$ cat src/rtl/reaction_round_fsm.sv
// ---------------------------------------------------------------------------
// reaction_round_fsm
//
// Round controller for the reaction timer. One round runs like this: arm on
// start, wait a pseudo-random delay, light the stimulus LED, then count
// milliseconds until the react button is pressed. The round state and the
// measured time are published every cycle for the high-score tracker and the
// display.
//
// Parameters:
//   MIN_DELAY_MS  fixed part of the pre-stimulus delay, in ms
//   MAX_TIME_MS   reaction-time ceiling, in ms (must fit in 14 bits)
//
// Ports:
//   clock          in   1  system clock, rising edge
//   reset          in   1  synchronous, active-high reset
//   ms_tick        in   1  1 kHz strobe, one clock cycle wide
//   start          in   1  debounced start pulse
//   react          in   1  debounced react-button pulse
//   random_delay   in  14  free-running LFSR value, bits [11:0] used
//   current_state  out  3  round state (IDLE=0 .. RESULT_SLOW=5)
//   reaction_time  out 14  measured reaction time in ms, registered
//   stimulus_led   out  1  stimulus LED, registered
// ---------------------------------------------------------------------------
module reaction_round_fsm #(
  parameter int MIN_DELAY_MS = 1000,
  parameter int MAX_TIME_MS  = 9999
) (
  input  logic        clock,
  input  logic        reset,
  input  logic        ms_tick,
  input  logic        start,
  input  logic        react,
  input  logic [13:0] random_delay,
  output logic [2:0]  current_state,
  output logic [13:0] reaction_time,
  output logic        stimulus_led
);

  typedef enum logic [2:0] {
    STATE_IDLE         = 3'd0,
    STATE_WAITING      = 3'd1,
    STATE_TIMING       = 3'd2,
    STATE_RESULT_OK    = 3'd3,
    STATE_RESULT_EARLY = 3'd4,
    STATE_RESULT_SLOW  = 3'd5
  } state_t;

  localparam logic [13:0] MinDelay = 14'(MIN_DELAY_MS);
  localparam logic [13:0] MaxTime  = 14'(MAX_TIME_MS);

  state_t      r_state;
  state_t      w_nextState;
  logic [13:0] r_delay;
  logic [13:0] r_time;
  logic        r_led;
  logic [13:0] w_nextDelay;
  logic [13:0] w_nextTime;
  logic [13:0] w_loadDelay;
  logic        w_unusedRandomHigh;

  // Only the low 12 LFSR bits shape the delay; the top two are deliberately
  // dropped so the delay stays within 1000..5095 ms.
  assign w_loadDelay        = MinDelay + {2'b00, random_delay[11:0]};
  assign w_unusedRandomHigh = ^random_delay[13:12];

  // State register. The LED is derived from the next state so it rises on
  // the same edge that TIMING is entered and falls on the edge that leaves it.
  always_ff @(posedge clock) begin
    if (reset) begin
      r_state <= STATE_IDLE;
      r_led   <= 1'b0;
    end else begin
      r_state <= w_nextState;
      r_led   <= (w_nextState == STATE_TIMING);
    end
  end

  // Next-state logic. react takes priority over a coincident tick in both
  // WAITING (early press wins over the final delay tick) and TIMING (press
  // wins over the ceiling tick). Codes 6 and 7 fall back to IDLE.
  always_comb begin
    w_nextState = r_state;
    case (r_state)
      STATE_IDLE: begin
        if (start) w_nextState = STATE_WAITING;
      end
      STATE_WAITING: begin
        if (react)                              w_nextState = STATE_RESULT_EARLY;
        else if (ms_tick && (r_delay <= 14'd1)) w_nextState = STATE_TIMING;
      end
      STATE_TIMING: begin
        if (react)                               w_nextState = STATE_RESULT_OK;
        else if (ms_tick && (r_time >= MaxTime)) w_nextState = STATE_RESULT_SLOW;
      end
      STATE_RESULT_OK, STATE_RESULT_EARLY, STATE_RESULT_SLOW: begin
        if (start) w_nextState = STATE_WAITING;
      end
      default: w_nextState = STATE_IDLE;
    endcase
  end

  // Output/datapath next values. Result states hold reaction_time untouched
  // until a new start; both counters saturate instead of wrapping.
  always_comb begin
    w_nextDelay = r_delay;
    w_nextTime  = r_time;
    case (r_state)
      STATE_IDLE, STATE_RESULT_OK, STATE_RESULT_EARLY, STATE_RESULT_SLOW: begin
        if (start) begin
          w_nextDelay = w_loadDelay;
          w_nextTime  = 14'd0;
        end
      end
      STATE_WAITING: begin
        if (!react && ms_tick && (r_delay != 14'd0)) w_nextDelay = r_delay - 14'd1;
      end
      STATE_TIMING: begin
        if (!react && ms_tick && (r_time < MaxTime)) w_nextTime = r_time + 14'd1;
      end
      default: begin
        w_nextDelay = 14'd0;
        w_nextTime  = 14'd0;
      end
    endcase
  end

  // Datapath registers for the delay counter and the reaction time.
  always_ff @(posedge clock) begin
    if (reset) begin
      r_delay <= 14'd0;
      r_time  <= 14'd0;
    end else begin
      r_delay <= w_nextDelay;
      r_time  <= w_nextTime;
    end
  end

  assign current_state = r_state;
  assign reaction_time = r_time;
  assign stimulus_led  = r_led;

endmodule

$ cat config.mk
export PLATFORM = sky130hd
export DESIGN_NAME = reaction_round_fsm
export DESIGN_NICKNAME = d
export VERILOG_FILES = /design/src/rtl/reaction_round_fsm.sv
export SDC_FILE = /design/constraint.sdc
export NUM_CORES = 1
export LEC_CHECK = 0
export CORE_MARGIN = 4
export CORE_UTILIZATION = 45
export CTS_CLUSTER_DIAMETER = 80
export DETAILED_ROUTE_END_ITERATION = 10
export PLACE_DENSITY = 0.77
export SKIP_LAST_GASP = 1
export SLEW_MARGIN = 20
export SYNTH_ARGS = -nofsm -noshare
export SYNTH_HDL_FRONTEND = slang
export SYNTH_SLANG_ARGS = --single-unit
$ cat constraint.sdc
create_clock -name clock -period 2.8 [get_ports clock]
set_clock_uncertainty 0.15 [all_clocks]
set_input_delay 0.56 -clock clock [delete_from_list [all_inputs] [get_ports clock]]
set_output_delay 0.56 -clock clock [all_outputs]
set_load 0.005 [all_outputs]
=== Yosys cells after proc, flatten, opt, wreduce, memory -nomap -nowiden ===
Cells that the tools add are included.
W data, S select, Z words.

* Register bits: 32
* Bits of input ports: 19
* Output and inout port bits: 18
* Logic and storage cells: 44

* Add/subtract/negate cells: 3
* Magnitude comparators: 3
* Equality and inequality tests: 9
* Multiplexer cells: 12
* Bitwise operators: 2
* Reductions and logical operators: 11

{| class="wikitable"
|+ Operators by type and width
! kind !! count
|-
| $pmux W14 S3 || 2
|-
| $mux W14 || 4
|-
| $mux W3 || 5
|-
| $add A14 B1 Y14 const B || 1
|-
| $ge A14 B14 Y1 const B || 1
|-
| $le A14 B1 Y1 const B || 1
|-
| $lt A14 B14 Y1 const B || 1
|-
| $reduce_bool A14 Y1 || 1
|-
| $sub A14 B1 Y14 const B || 1
|-
| $add A10 B12 Y13 const A || 1
|-
| $eq A3 B2 Y1 const B || 3
|-
| $pmux W3 S3 || 1
|-
| $eq A3 B3 Y1 const B || 2
|-
| $reduce_and A3 Y1 || 2
|-
| $logic_and A1 B1 Y1 || 5
|-
| $ne A2 B2 Y1 const B || 2
|-
| $reduce_or A4 Y1 || 1
|-
| $eq A3 B1 Y1 const B || 1
|-
| $logic_not A3 Y1 || 1
|-
| $ne A2 B1 Y1 const B || 1
|-
| $not A1 Y1 || 2
|-
| $logic_not A1 Y1 || 1
|}

=== Logic depth before layout (Yosys ltp) ===
Gate-level depths: netlist of run 1.

* Depth after elaboration: 6
* Gate-level depth with buffers: 9
* Depth with buffers taken out: 7

=== Least setup slack after synthesis of run 1 ===
No wires, ideal clock.

* Kind: input to register
* From: in random_delay[8]
* To: reg r_delay[10]
* Library setup time: 132 ps
* Arrival: 1890 ps
* Data required time: 2518 ps
* Slack: 627 ps
* Stages on the path: 6
* Path buffers: 0
* Cells stage by stage: or4_1 > or3_1 > xor2_1 > a32o_1 > nand2_1 > a21oi_1

* Cells in the longest elaborated chain, start to end: 3

{| class="wikitable"
|+ Ends and longest elaborated chain
! item !! line !! source
|-
| start, declared || 34 || <nowiki>input logic [13:0] random_delay,</nowiki>
|-
| $add A10 B12 Y13 || 64 || <nowiki>assign w_loadDelay = MinDelay + {2'b00, random_delay[11:0]};</nowiki>
|-
| $mux W14 || 110 || <nowiki>if (start) begin</nowiki>
|-
| $pmux W14 S3 || 108 || <nowiki>case (r_state)</nowiki>
|-
| end signal, assigned || 134 || <nowiki>r_delay <= w_nextDelay;</nowiki>
|-
| end, declared || 54 || <nowiki>logic [13:0] r_delay;</nowiki>
|}

Every way passes these cells. The select of a mux whose other input is x is not followed.
A chain may end at the register's enable or synchronous reset.

=== Final worst setup path of run 1 ===
* From: in ms_tick
* To: reg r_time[8], in the netlist reaction_time[8]

* Cells in the longest elaborated chain, start to end: 4

{| class="wikitable"
|+ Ends and longest elaborated chain
! item !! line !! source
|-
| start, declared || 31 || <nowiki>input logic ms_tick,</nowiki>
|-
| $logic_and A1 B1 Y1 (2 in a row) || 119 || <nowiki>if (!react && ms_tick && (r_time < MaxTime)) w_nextTime = r_time + 14'd1;</nowiki>
|-
| $ne A2 B2 Y1 (no source line) || - ||
|-
| $reduce_and A3 Y1 (no source line) || - ||
|-
| end signal, assigned || 135 || <nowiki>r_time <= w_nextTime;</nowiki>
|-
| end, declared || 55 || <nowiki>logic [13:0] r_time;</nowiki>
|}

Every way passes these cells.

==> impl_summary.md, run 1 <==
Status
The flow ran to the end, and the final reports show no timing, DRC or antenna violations.

Drt
The number of routed nets with antenna violations is 0. After detailed routing, the total wire length is 5.21 mm. In the final routed layout, each cell accounts on average for 14.4 µm. The detailed-route DRC error count is 0.

The vias per cell is 5.90. In this run, the number of DRC markers left after iteration 0 of detailed routing was 108. The vias after detailed routing is 2134. Before antenna repair, the detailed router went through 4 iterations.

Synthesis
Ranked by instance count, the synthesized netlist is headed by 36 x sky130_fd_sc_hd__nor2_1, 32 x sky130_fd_sc_hd__dfxtp_1, 27 x sky130_fd_sc_hd__a21oi_1. Counting flops with a built-in enable in the synthesized netlist gives 0. The average instance in the mapped netlist occupies 7.72 µm². The number of nets in the synthesized netlist is 297. By area the synthesized netlist is led by sky130_fd_sc_hd__dfxtp_1 30%, sky130_fd_sc_hd__a21oi_1 6.4%, sky130_fd_sc_hd__nor2_1 6.4%, sky130_fd_sc_hd__xnor2_1 3.7%, sky130_fd_sc_hd__o21ai_1 3.1%. The netlist uses 52 different library cells.

The cell area after synthesis is 0.00211 mm². The cell with the most instances after synthesis is sky130_fd_sc_hd__nor2_1. The main flop type after synthesis is sky130_fd_sc_hd__dfxtp_1. The synthesized instance count is 273. The share of synthesized area in the top cell type comes to 0.304. The sequential area share after synthesis is 0.304. The cell accounting for the most synthesized area is sky130_fd_sc_hd__dfxtp_1. The total of flip-flops plus latches after synthesis is 32.

In the synthesized netlist the async set-or-reset flop fraction comes to 0. The count of synthesis-stage warnings from yosys is 0.

Critical path
The worst setup path is captured at a register. STA classifies the critical path startpoint as an input port. The number of buffers and inverters on the critical path is 1.

The class of the most critical setup path is input port to register. On the critical path, the stage with the largest delay is an instance of sky130_fd_sc_hd__clkdlybuf4s50_1. The arrival time reported for the critical path endpoint is 2470 ps.

The required time reported for the critical path endpoint is 2860 ps. The highest net fanout along the worst path is 9. The cell family contributing the most delay on the critical path is simple AND/OR/NAND/NOR gates. The critical path goes through clkdlybuf4s50_1 > nor2b_1 > a21boi_2 > nand4_1 > or3_1 > a21oi_1. In this design, the stage delay of the slowest critical-path cell is 500 ps.

Timing
Setup repair after global routing left no endpoint under its margin. The final critical delay including setup and external delays is 2410 ps. The fraction of the cycle the final worst path needs is 0.860.

The maximum achievable frequency is 0.415 GHz. Headroom to the max-slew limit came out at 0.537. The count of final setup violators is 0. Once routing completed, OpenROAD measured the worst setup slack at 391 ps.

The number of hold violations in the final report is 0. At the pin with the least slew margin, the transition time is 692 ps. The final number of max-transition violations was 0. Summed over all failing endpoints, the final setup total negative slack is 0 ps.

Power and ir drop
The overall power after layout is 1590 µW. For this design the ratio of total power to cell area is 608 mW/mm². The peak ir drop on the vdd network is 0.298 mV. In this run the static leakage power is 0.000912 µW.

Placement
Once placement completed, the tool counted placed cells totaling 354. During placement, the flow inserted port buffers numbering 34. Routability-driven placement finished with a final weighted congestion of 0.835. Once detailed placement completed, the half-perimeter wirelength came to 3.84 mm. Prior to clock tree synthesis, the placed netlist has a worst setup slack of 98.9 ps.

Floorplan
The total die area is 0.00584 mm². The core region is 0.00444 mm². From bottom edge to top edge, the die measures 76.4 µm. The starting density of the core is 0.474. The initialized floorplan defines 24 standard-cell rows. The count of boundary I/O pins is 37.

Measured along the x axis, the die boundary spans 76.4 µm.

Global routing
The first global-routing pass estimated 8.83 mm of wire. The number of antenna violations at the first check in global routing came to 0. The via count of the first global-routing pass is 1992. The leftover overflow at the end of global routing is 0. The pin count of the biggest net entering global routing is 18. In the global route stage, overall resource usage came out at 0.177.

Clocking
The total clock sinks is 32. TritonCTS built the clock tree. The cell at the root of the clock tree is sky130_fd_sc_hd__clkbuf_8. The H-tree was split into 2 levels. Clock-pin slew was measured on the worst setup and hold paths at 70 ps. Gates resized during post-CTS repair numbered 0. The clock tree buffer depth is 2.

In this run, CTS created clock tree buffers numbering 5. At the later pin of the worst-skew pair, clock insertion delay measures 280 ps. The buffers inserted during post-CTS setup optimization is 0. The number of buffers added to fix hold violations after cts is 0.

Layout
In the final layout, the share of cells above drive strength 1 is 0.0903. After the last flow step, the layout net total stands at 333. The number of antenna cells inserted is 0. The share of the core filled with cells is 0.586. For this run, the number of standard cells in the final layout without fillers is 362. The area overhead of the layout relative to synthesis is 23.6%.

Worst hold path
The tightest min-delay check is of the register to register type.

Run
The count of max-cap constraint violations is 0.
[logic make-up after synthesis]
family	Yosys count	synth area share
AO/OA/AOI/OAI	88	0.264
XOR/XNOR	13	0.0540
adder cells (fa/ha/maj)	5	0.0297
buffers and inverters	18	0.0427
flip-flops	32	0.304
multiplexers	2	0.00950
AND/OR/NAND/NOR	115	0.297
[cells in the final DEF (no fill, tap or decap), types with 3 or more instances in the layout]
| cell type | netlist | final |
|---|---|---|
| sky130_fd_sc_hd__o21ai_0 | 10 | 10 |
| sky130_fd_sc_hd__nor3_1 | 9 | 9 |
| sky130_fd_sc_hd__clkbuf_8 | 0 | 5 |
| sky130_fd_sc_hd__or3_1 | 7 | 7 |
| sky130_fd_sc_hd__xor2_1 | 4 | 4 |
| sky130_fd_sc_hd__a31oi_1 | 9 | 9 |
| sky130_fd_sc_hd__and2_1 | 3 | 3 |
| sky130_fd_sc_hd__xnor2_1 | 9 | 9 |
| sky130_fd_sc_hd__a211oi_1 | 5 | 5 |
| sky130_fd_sc_hd__nand3_1 | 5 | 5 |
| sky130_fd_sc_hd__ha_1 | 5 | 5 |
| sky130_fd_sc_hd__dfxtp_1 | 32 | 32 |
| sky130_fd_sc_hd__nor2b_1 | 5 | 5 |
| sky130_fd_sc_hd__and3_1 | 4 | 4 |
| sky130_fd_sc_hd__nor2_1 | 36 | 36 |
| sky130_fd_sc_hd__o21ai_1 | 13 | 13 |
| sky130_fd_sc_hd__inv_1 | 6 | 6 |
| sky130_fd_sc_hd__clkdlybuf4s50_1 | 0 | 34 |
| sky130_fd_sc_hd__a21oi_1 | 27 | 27 |
| sky130_fd_sc_hd__nand2b_1 | 5 | 5 |
| sky130_fd_sc_hd__nor3b_1 | 4 | 4 |
| sky130_fd_sc_hd__nor4_1 | 3 | 3 |
| sky130_fd_sc_hd__a21o_1 | 4 | 4 |
| sky130_fd_sc_hd__nand4_1 | 6 | 6 |
| sky130_fd_sc_hd__buf_4 | 0 | 7 |
| sky130_fd_sc_hd__o21ai_2 | 3 | 3 |
| sky130_fd_sc_hd__nand2_1 | 17 | 17 |
[layer usage]
| layer | GRT usage | up-vias | share of wire |
|---|---|---|---|
| met5 | 0 | - | 0 |
| met4 | 0.0688 | 0 | 0.013 |
| met3 | 0.0437 | 9 | 0.062 |
| met2 | 0.291 | 64 | 0.46 |
| met1 | 0.223 | 979 | 0.47 |
| li1 | - | 1082 | - |
[tightest hold or removal path: stages (launching register included)]
cell                      delay, ps
sky130_fd_sc_hd__dfxtp_1        310
sky130_fd_sc_hd__o21ai_1         70
sky130_fd_sc_hd__a21oi_1         60
[state kept, by name (all words and copies together) (netlist names)]
signal	flops
stimulus_led	1
reaction_time	14
current_state	3
r_delay	14
[final cells by class]
type / count / area [µm²]
well taps: 52 / 65.1
flip-flops and latches: 32 / 641
inverters: 6 / 22.5
clock buffers: 6 / 72.6
fillers: 431 / 1840
multi-input cells: 223 / 1380
clock inverters: 2 / 35.0
repair buffers: 41 / 393
[stage by stage]
step                cell area, µm²  hold WS (ps)
global route                  2610           390
finish                        2610           345
global placement              2500           324
CTS                           2610           345
detailed placement            2500           336
floorplan                     2110           308
[worst paths after layout]
path | from | to | slack (ps) | depth (start not counted)
max | ms_tick | reaction_time[8]$_SDFFE_PP0P_ | 390 | 6
min | r_delay[12]$_SDFFE_PP0P_ | r_delay[12]$_SDFFE_PP0P_ | 340 | 2
max reg2reg | current_state[0]$_SDFF_PP0_ | r_delay[7]$_SDFFE_PP0P_ | 560 | 6
min reg2reg | r_delay[12]$_SDFFE_PP0P_ | r_delay[12]$_SDFFE_PP0P_ | 340 | 2
[report_power, final]
group	switching [µW]	total, µW	internal [µW]
registers	59.6	557	498
clock network	163	426	264
logic	348	602	255
Note: power is estimated with default switching activity, not from simulation.
==> run 2, diff against run 1 <==
--- a/config.mk
+++ b/config.mk
@@ -5,7 +5,6 @@
 export SDC_FILE = /design/constraint.sdc
 export NUM_CORES = 1
 export LEC_CHECK = 0
-export CORE_MARGIN = 4
 export CORE_UTILIZATION = 45
 export CTS_CLUSTER_DIAMETER = 80
 export DETAILED_ROUTE_END_ITERATION = 10
==> impl_summary.md, run 2 (same netlist as run 1, synthesis figures left out) <==
Status
The run finished with clean final reports.

Timing
The fraction of the cycle the final worst path needs is 0.876 (+0.0160). The maximum achievable frequency is 0.408 GHz (-1.8%). The worst slew margin relative to its limit is 0.607 (+0.0706). The slew at the pin closest to its max-slew limit is 587 ps (-105 ps). The final worst slack is 346 ps (-44.7 ps). The summed negative setup slack over all endpoints is 0 ps (unchanged).

Setup repair after global routing left no endpoint under its margin. The final number of max-transition violations came to 0 (unchanged). The final critical delay including setup and external delays came to 2450 ps (+44.7 ps). The smallest hold slack is 334 ps (-10.4 ps). The number of hold violations in the final report came to 0 (unchanged).

The count of final setup violators is 0 (unchanged).

Floorplan
The placement row count came to 24 (unchanged). The count of boundary I/O pins is 37 (unchanged). The die boundary height is 70.4 µm (-7.8%). The starting density of the core is 0.478 (+0.00323). The core area is 0.00441 mm² (-0.68%). The die extent in x came to 70.4 µm (-7.8%). The total die area was 0.00496 mm² (-15%).

Global routing
The leftover overflow at the end of global routing is 0 (unchanged). The pin count of the biggest net entering global routing is 19 (+1). The total routing usage reported by global routing is 0.214 (+0.0363). The number of antenna violations at the first check in global routing is 0 (unchanged). The via count of the first global-routing pass is 1878 (-5.7%).

The global-route wire length before repair came to 8.52 mm (-3.5%).

Drt
The average wire per standard cell is 13.7 µm (-4.8%). The vias after detailed routing is 2134 (unchanged). The number of violations reported at the end of detailed-routing iteration 0 is 157 (+45%). The number of search-and-repair iterations in the first detailed-routing pass is 4 (unchanged). The final wirelength is 5.00 mm (-4.0%). The detailed-route DRC error count is 0 (unchanged).

The vias per cell is 5.85 (-0.82%). The number of routed nets with antenna violations is 0 (unchanged).

Power and ir drop
The total leakage power is 0.000916 µW (+0.40%). The combinational group share of total power is 0.397 (+0.017). The proportion of total power due to net switching was 0.371 (+0.0119). The clock network fraction of total power was 0.240 (-0.029).

The part of the power in registers is 0.363 (+0.012). The ratio of total power to cell area is 585 mW/mm² (-3.8%). The cell-internal power came to 963 µW (-5.3%). The peak ir drop on the vdd network is 0.263 mV (-12%).

The overall power after layout came to 1530 µW (-3.5%). The switching power total was 568 µW (-0.25%).

Critical path
The arrival time reported for the critical path endpoint is 2520 ps (+50 ps). The reg-to-reg endpoint is reaction_time[8]$_SDFFE_PP0P_. The most critical setup path has its endpoint at reaction_time[8]$_SDFFE_PP0P_. The class of the most critical setup path is input port to register. The logic depth of the worst register-to-register path is 5 (-1). The setup slack of the most critical reg-to-reg path is 550 ps (about the same). The kind of start point of the critical path is an input port.

The worst setup path startpoint is ms_tick. The worst setup path is captured at a register. The highest net fanout along the worst path came to 9 (unchanged). The worst register-to-register path begins at current_state[2]$_SDFF_PP0_. The required time reported for the critical path endpoint was 2860 ps (about the same).

Clocking
The clock latency on the worst-skew pair is 290 ps (about the same). The total clock sinks is 32 (unchanged). The clock tree buffer depth came to 2 (unchanged).

The clock edge transition at the registers on the reported setup and hold paths was 60 ps (about the same). TritonCTS built the clock tree. The H-tree depth came to 2 (unchanged). The tree is rooted in a sky130_fd_sc_hd__clkbuf_8. The total CTS buffers was 5 (unchanged). The buffers inserted during post-CTS setup optimization is 0 (unchanged). The number of buffers added to fix hold violations after cts was 0 (unchanged).

The number of resized instances in the post-cts repair step is 0 (unchanged).

Placement
The post-placement setup slack is 62.2 ps (-36.6 ps). The HPWL after detailed placement is 3.75 mm (-2.3%). The post-placement cell area is 0.00252 mm² (+0.90%). The placer congestion estimate is 0.824 (-1.3%). The count of input and output buffers is 34 (unchanged).

Layout
The proportion of layout cells with a drive suffix above 1 came to 0.0990 (+0.00872). The area overhead of the layout relative to synthesis is 24.0%. The number of fillers in the final layout is 394 (-8.6%). The library cells used most frequently in the layout, excluding fill and tap cells, are 36 x sky130_fd_sc_hd__nor2_1, 34 x sky130_fd_sc_hd__clkdlybuf4s50_1, 32 x sky130_fd_sc_hd__dfxtp_1, 27 x sky130_fd_sc_hd__a21oi_1, 17 x sky130_fd_sc_hd__nand2_1. The combined area of the multi-input logic cells was 0.00138 mm² (unchanged). The number of nets in the layout is 336 (+0.90%). The library cell used most frequently in the layout, excluding fill and tap cells, is sky130_fd_sc_hd__nor2_1. The number of antenna cells inserted was 0 (unchanged). The flip-flop and latch area came to 641 µm² (unchanged). The post-route cell area is 0.00262 mm² (+0.34%).

Worst hold path
The tightest min-delay check is of the register to register type.

Run
The count of max-cap constraint violations was 0 (unchanged).
==> run 2: changes by cell type in the layout (fill, tap and decap cells not counted), sizes merged <==
cell	change
buf	+3
bufinv	-1
clkbuf	+1
clkinv	-1
clkinvlp	+1
==> run 2: worst min path at each step <==
stage | end | cells after the start | slack [ps] | startpoint
after floorplan | r_delay[12]$_SDFFE_PP0P_ | 2 | 310 | r_delay[12]$_SDFFE_PP0P_
after global placement | r_delay[12]$_SDFFE_PP0P_ | 2 | 320 | r_delay[12]$_SDFFE_PP0P_
after detailed placement | r_delay[12]$_SDFFE_PP0P_ | 2 | 330 | r_delay[12]$_SDFFE_PP0P_
after CTS | r_delay[12]$_SDFFE_PP0P_ | 2 | 340 | r_delay[12]$_SDFFE_PP0P_
after global routing | r_delay[12]$_SDFFE_PP0P_ | 2 | 370 | r_delay[12]$_SDFFE_PP0P_
final | r_delay[12]$_SDFFE_PP0P_ | 2 | 330 | r_delay[12]$_SDFFE_PP0P_
==> run 2: per-stage QoR <==
| step | cells | util |
|---|---|---|
| after floorplan | 273 | - |
| after global placement | 357 | 0.571 |
| after detailed placement | 357 | 0.571 |
| after CTS | 365 | 0.592 |
| after global routing | 365 | 0.592 |
| final | 365 | 0.592 |
==> run 2: layout make-up <==
type,instances,share of cell area
tap,52,0.0249
multi-input combinational,223,0.527
timing repair buffer,44,0.159
inverter,6,0.00861
clock inverter,1,0.00287
sequential,32,0.245
clock buffer,7,0.0330
==> run 2: power groups by stage <==
stage | clock network, µW | logic (µW) | registers (µW)
4_1_cts | 379 | 610 | 556
3_3_place_gp | 0 | 594 | 563
6_report | 367 | 608 | 555
5_1_grt | 398 | 681 | 563
3_5_place_dp | 0 | 607 | 566
2_1_floorplan | 0 | 450 | 544
==> run 2: layer usage <==
metal,track usage,part of all wire,up-vias
met5,0,0,-
met4,0.0689,0.015,0
met3,0.0476,0.057,9
met2,0.344,0.47,62
met1,0.282,0.46,977
li1,-,-,1086
==> run 2: critical path, cell delays in order <==
cell and delay [ps]:
sky130_fd_sc_hd__clkdlybuf4s50_1 510, sky130_fd_sc_hd__nor2b_1 280, sky130_fd_sc_hd__a21boi_2 270, sky130_fd_sc_hd__nand4_1 320, sky130_fd_sc_hd__or3_1 410, sky130_fd_sc_hd__a21oi_1 150
